`src/rtl/cnn_frame_loader.sv`:
```
// Frame loader for the simpleCNN core: streams a raster image into the CNN input
// buffer, starts the core, and hands back the classified digit over valid/ready.
module cnn_frame_loader #(
    parameter int IMG_W   = 28,
    parameter int IMG_H   = 28,
    parameter int PIX_W   = 32,
    parameter int TIMEOUT = 4096
) (
    input  logic             clk,
    input  logic             rst,
    input  logic             s_valid,
    output logic             s_ready,
    input  logic [PIX_W-1:0] s_data,
    input  logic             s_last,
    output logic             wr_en,
    output logic [4:0]       wr_row,
    output logic [4:0]       wr_col,
    output logic [PIX_W-1:0] wr_data,
    output logic             cnn_enable,
    input  logic             cnn_done,
    input  logic [3:0]       cnn_result,
    output logic             res_valid,
    input  logic             res_ready,
    output logic [3:0]       res_digit,
    output logic             res_err
);

    typedef enum logic [1:0] {
        LOAD,
        RUN,
        RESULT
    } state_t;

    localparam int              WD_W     = (TIMEOUT > 2) ? $clog2(TIMEOUT) : 1;
    localparam logic [4:0]      LAST_COL = 5'(IMG_W - 1);
    localparam logic [4:0]      LAST_ROW = 5'(IMG_H - 1);
    localparam logic [WD_W-1:0] WD_LAST  = WD_W'(TIMEOUT - 1);
    localparam logic [3:0]      ERR_DIGIT = 4'hF;

    state_t          state, state_next;
    logic [4:0]      row, col;
    logic [WD_W-1:0] wdog;
    logic            pix_hs, at_end, frame_end, frame_good, wd_expired;

    assign pix_hs     = s_valid && s_ready;
    assign at_end     = (row == LAST_ROW) && (col == LAST_COL);
    assign frame_end  = pix_hs && (s_last || at_end);
    assign frame_good = s_last && at_end;
    assign wd_expired = (state == RUN) && (wdog == WD_LAST);

    // NOTE: state_next gets its default before the case so no path can infer a latch.
    always_comb begin
        state_next = state;
        unique case (state)
            LOAD:    if (frame_end) state_next = frame_good ? RUN : RESULT;
            RUN:     if (cnn_done || wd_expired) state_next = RESULT;
            RESULT:  if (res_ready) state_next = LOAD;
            default: state_next = LOAD;
        endcase
    end

    // Handshake outputs are registered decodes of the next state, so they change
    // on the same edge that samples the triggering input.
    always_ff @(posedge clk) begin
        if (!rst) begin
            state      <= LOAD;
            row        <= '0;
            col        <= '0;
            wdog       <= '0;
            s_ready    <= 1'b1;
            wr_en      <= 1'b0;
            wr_row     <= '0;
            wr_col     <= '0;
            wr_data    <= '0;
            cnn_enable <= 1'b0;
            res_valid  <= 1'b0;
            res_digit  <= '0;
            res_err    <= 1'b0;
        end else begin
            state      <= state_next;
            s_ready    <= (state_next == LOAD);
            cnn_enable <= (state_next == RUN);
            res_valid  <= (state_next == RESULT);
            wr_en      <= pix_hs;

            if (pix_hs) begin
                wr_row  <= row;
                wr_col  <= col;
                wr_data <= s_data;
                if (s_last || at_end) begin
                    row <= '0;
                    col <= '0;
                end else if (col == LAST_COL) begin
                    col <= '0;
                    row <= row + 5'd1;
                end else begin
                    col <= col + 5'd1;
                end
            end

            // Dropped frame: either s_last came early or the final pixel lacked it.
            if (frame_end && !frame_good) begin
                res_digit <= ERR_DIGIT;
                res_err   <= 1'b1;
            end

            if (state == RUN) begin
                wdog <= wdog + 1'b1;
                if (cnn_done) begin
                    res_digit <= cnn_result;
                    res_err   <= (cnn_result > 4'd9);
                end else if (wd_expired) begin
                    res_digit <= ERR_DIGIT;
                    res_err   <= 1'b1;
                end
            end else begin
                wdog <= '0;
            end
        end
    end

endmodule

```
`config.mk`:
```
export PLATFORM = sky130hd
export DESIGN_NAME = cnn_frame_loader
export DESIGN_NICKNAME = d
export VERILOG_FILES = /design/src/rtl/cnn_frame_loader.sv
export SDC_FILE = /design/constraint.sdc
export NUM_CORES = 1
export LEC_CHECK = 0
export BUFFER_PORTS_ARGS = -buffer_cell sky130_fd_sc_hd__buf_2
export CORE_UTILIZATION = 55
export CTS_CLUSTER_DIAMETER = 60
export CTS_CLUSTER_SIZE = 25
export DETAILED_ROUTE_END_ITERATION = 6
export PLACE_DENSITY = 0.91
export SYNTH_ARGS = -nofsm -noshare
export SYNTH_HDL_FRONTEND = slang
export SYNTH_SLANG_ARGS = --single-unit
export TNS_END_PERCENT = 1
```
`constraint.sdc`:
```
create_clock -name clk -period 4.4 [get_ports clk]
set_clock_uncertainty 0.15 [all_clocks]
set_input_delay 0.66 -clock clk [delete_from_list [all_inputs] [get_ports clk]]
set_output_delay 0.66 -clock clk [all_outputs]
set_load 0.1 [all_outputs]
```
=== Yosys cells after proc, flatten, opt, wreduce, memory -nomap -nowiden ===
Index checks and enable logic that the tools add are counted.

* Logic and storage cells: 55
* Flip-flop bits (word level): 75
* Output and inout bits: 51

* Add/sub/neg operators: 3
* $lt $le $gt $ge: 1
* Reduce and logical (&&, ||, !) cells: 14
* Multiplexer cells: 17
* Equal/unequal tests: 7

{| class="wikitable"
|+ Operators with widths
! kind !! number
|-
| $mux 5 || 4
|-
| $mux 4 || 4
|-
| $add 12x1->12 const B || 1
|-
| $eq 12x12->1 const B || 1
|-
| $add 5x1->5 const B || 2
|-
| $eq 5x5->1 const B || 2
|-
| $mux 2 || 4
|-
| $logic_and 1x1->1 || 6
|-
| $pmux 2 s3 || 1
|-
| $eq 2x1->1 const B || 2
|-
| $eq 2x2->1 const B || 2
|-
| $gt 4x4->1 const B || 1
|-
| $logic_not 2->1 || 2
|-
| $mux 1 || 4
|-
| $reduce_and 2->1 || 2
|-
| $logic_or 1x1->1 || 2
|-
| $reduce_bool 2->1 || 1
|-
| $logic_not 1->1 || 1
|}

=== Depth between registers and ports, before layout ===
* Word-level depth: 9
* Gate-level depth with buffers: 6
* Gate-level depth less buffers: 5

=== Least setup slack after synthesis ===
No wires, ideal clock.

* Path type: reg-to-reg
* Start: register s_ready
* End: register row[2]
* Slack: 2200 ps
* Arrival: 1975 ps
* Period minus slack after synthesis: 2200 ps
* Data required time: 4174 ps
* Buffers on the path: 0
* Setup time: 76 ps
* Cell stages (with the launch flop): 5
* Cells stage by stage: dfxtp_1 nand2_1 nor4_1 nand3b_1 a21boi_0

* Word-level cells in the longest chain between the ends: 2

{| class="wikitable"
|+ RTL lines
! what !! line !! source
|-
| from (decl) || 12 || <nowiki>output logic s_ready,</nowiki>
|-
| from (signal assigned) || 81 || <nowiki>s_ready <= (state_next == LOAD);</nowiki>
|-
| $logic_and 1x1->1 || 45 || <nowiki>assign pix_hs = s_valid && s_ready;</nowiki>
|-
| $reduce_and 2->1 (no source line) || - ||
|-
| to (signal assigned) || 95 || <nowiki>row <= row + 5'd1;</nowiki>
|-
| to (decl) || 41 || <nowiki>logic [4:0] row, col;</nowiki>
|}

No other way between the ends.
A chain may end at the register's enable or synchronous reset.

=== Worst setup path after layout ===
* Start: input port s_valid
* End: register row[2]

* Word-level cells in the longest chain between the ends: 2

{| class="wikitable"
|+ RTL lines
! what !! line !! source
|-
| from (decl) || 11 || <nowiki>input logic s_valid,</nowiki>
|-
| $logic_and 1x1->1 || 45 ||
|-
| $reduce_and 2->1 (no source line) || - ||
|}

No other way between the ends.

==> results.cfg <==
[floorplanning]
start_util_pct = 58.4
coreArea_um2 = 5240
pin_count = 93
row_count = 26
dieHeight_um = 76.6
die_x_um = 76.6
die_area_um2 = 5860

[cells_and_area]
nNetsFinal = 478
layout_commonest_cell = nand2_1
fin_area_um2 = 3730
final_core_util_pct = 71.1
drive_gt1_share_pct = 25.9
area_growth_pct = 21.9
antenna_cells = 0
final_cell_mix = 93 x nand2_1, 92 x buf_2, 75 x dfxtp_1, 49 x a21boi_0, 19 x nor2_1
layoutNonFillerInstCount = 507
area.sequential_um2 = 1500
fillCellCount = 411
multi_input_area_um2 = 1460

[sta]
finalSetupTns_ps = 0
worst_pin_slew_ps = 1010
setup_viol = 0
holdWs_ps = 298
hold_viol_final = 0
rsz0062_at_grt = false
fin_crit_sh_pct = 48.4
timing.fmax_mhz = 469
drv_slew = 0
fin_crit_ps = 2130
relSlewSlack_pct = 32.5

[detailed_routing]
wl_per_cell_um = 13.1
drt_wl_total_um = 6660
top_layer = met4
met2_length_um = 3370
vias = 2680
drc_errors = 0
wl_met3_um = 295
firstDrtPassIters = 6
ant_nets = 0
via_per_inst = 5.29
met1_length_um = 2900
drt_iter0_drc = 118

[placement]
dp_hpwl_um = 4610
placed_area_um2 = 3530
place_inst = 492
gp_congestion = 0.764
portBuffers = 92

[yosys]
synth_nets = 393
synth_cells = 348
synth_seq_cells = 75
synthDistinctLibCells = 39
avgSynthCellArea_um2 = 8.78
ys_seq_area_share_pct = 49.1
yosys_warnings = 0
netlist_area_um2 = 3060

[outcome]
status = completed

[clock_network]
cts_tree = yes
clock_path_buffers = 2
cts_root_buffer = clkbuf_8
clock_sinks = 75
cts_buffers = 9
cts_setup_buffers = 0
path_clk_slew_ps = 70
postCtsHoldBufs = 0
cts_htree_levels = 3
cts_resized = 0
clock_latency_ps = 330

[pwr]
power_density_nw_per_um2 = 409
p_clk_share_pct = 34.5
vdd_ir_drop_max_uv = 315
p_int_uw = 1050
p_comb_share_pct = 18.5
p_leak_uw = 0.00161
seqPwrFrac_pct = 47.0
swShare_pct = 31.2
p_switching_uw = 476

[setup_path]
crit_type = in2reg
worstSetupStartpointType = input port
worst-path-max-fanout = 27
critPathCaptureType = flip-flop
crit_arrival_ps = 2240
crit_required_ps = 4510

[global_routing]
grt_pass1_wl_um = 11200
antenna_found_initial = 0
grt_overflow = 0
first_global_vias = 2591
grt_max_degree = 63
grt_usage_pct = 23.7

[run]
cap_violations = 0

[min_path]
holdCritPathClass = reg2reg
final timing paths:
kind	slack, ps	start	endpoint	depth (start not counted)
worst max-delay path	2270	s_valid	row[2]$_SDFFE_PN0P_	5
worst min register to register	300	wdog[0]$_SDFF_PN0_	wdog[0]$_SDFF_PN0_	1
worst min-delay path	300	wdog[0]$_SDFF_PN0_	wdog[0]$_SDFF_PN0_	1
worst max register to register	2280	s_ready$_SDFF_PN1_	row[2]$_SDFFE_PN0P_	4
flip-flops by register name, summed over array words and instances, names as in the netlist:
signal / flops
cnn_enable: 1
col: 5
res_digit: 4
res_err: 1
res_valid: 1
row: 5
s_ready: 1
state: 2
wdog: 12
wr_col: 5
wr_data: 32
wr_en: 1
wr_row: 5
critical path, cell delays in order:
cell	delay (ps)
buf_2	100
nand2_1	500
nor4_1	680
nand3b_1	140
a21boi_0	160
cell type report:
type	instances	area share (%)
timing repair buffer	94	12.8
clock buffer	13	4.26
sequential	75	40.3
inverter	1	0.101
clock inverter	2	0.940
tap	70	2.35
multi-input combinational	252	39.3
metrics by stage:
step,total power (uW),setup WS (ps)
2_1_floorplan,958,2200
3_3_place_gp,1010,1990
6_report,1520,2270
4_1_cts,1530,2270
3_5_place_dp,1010,1910
5_1_grt,1580,2110
cells by family after synthesis:
kind of cell / after synthesis / share of synthesized area, %
and+or+nand+nor: 157 / 24.3
adders and majority gates: 3 / 1.23
muxes: 1 / 0.327
xor gates and xnor gates: 10 / 2.87
AOI/OAI and AO/OA: 81 / 19.2
DFF: 75 / 49.1
buffers and inverters: 21 / 2.99
power groups by stage:
stage	clock (uW)	combinational, uW	sequential [uW]
finish	525	282	716
global route	561	296	719
CTS	531	283	716
detailed placement	0	283	731
global placement	0	279	730
floorplan	0	61.0	897
cell usage after synthesis (all sizes together):
| library cell | count | area (um^2) |
|---|---|---|
| nand2 | 93 | 349 |
| dfxtp | 75 | 1500 |
| a21boi | 49 | 368 |
| nor2 | 19 | 71.3 |
| clkbuf | 13 | 48.8 |
| o21ai | 13 | 68.8 |
| xor2 | 9 | 78.8 |
| a31oi | 7 | 43.8 |
| buf | 7 | 38.8 |
| nand3 | 7 | 35.0 |
| and2 | 6 | 37.5 |
| nand4 | 6 | 52.6 |
| nor2b | 6 | 37.5 |
| a21oi | 5 | 25.0 |
| and3 | 5 | 36.3 |
| and4b | 3 | 30.0 |
| ha | 3 | 37.5 |
| nand4b | 3 | 26.3 |
| and4 | 2 | 17.5 |
| nor4 | 2 | 12.5 |
| o31a | 2 | 17.5 |
| or4 | 2 | 15.0 |
| a22oi | 1 | 7.51 |
| inv | 1 | 3.75 |
| mux2i | 1 | 10.0 |
| nand2b | 1 | 6.26 |
| nand3b | 1 | 7.51 |
| nor3b | 1 | 7.51 |
| o211a | 1 | 17.5 |
| o21a | 1 | 7.51 |
| o2bb2ai | 1 | 15.0 |
| o41ai | 1 | 16.3 |
| xnor2 | 1 | 8.76 |
layer usage:
layer	GRT usage, %	vias to the layer above
met5	0	-
met4	11.0	0
met3	4.67	8
met2	41.4	77
met1	28.0	1240
li1	-	1355
Power figures use the tool's default switching activity.
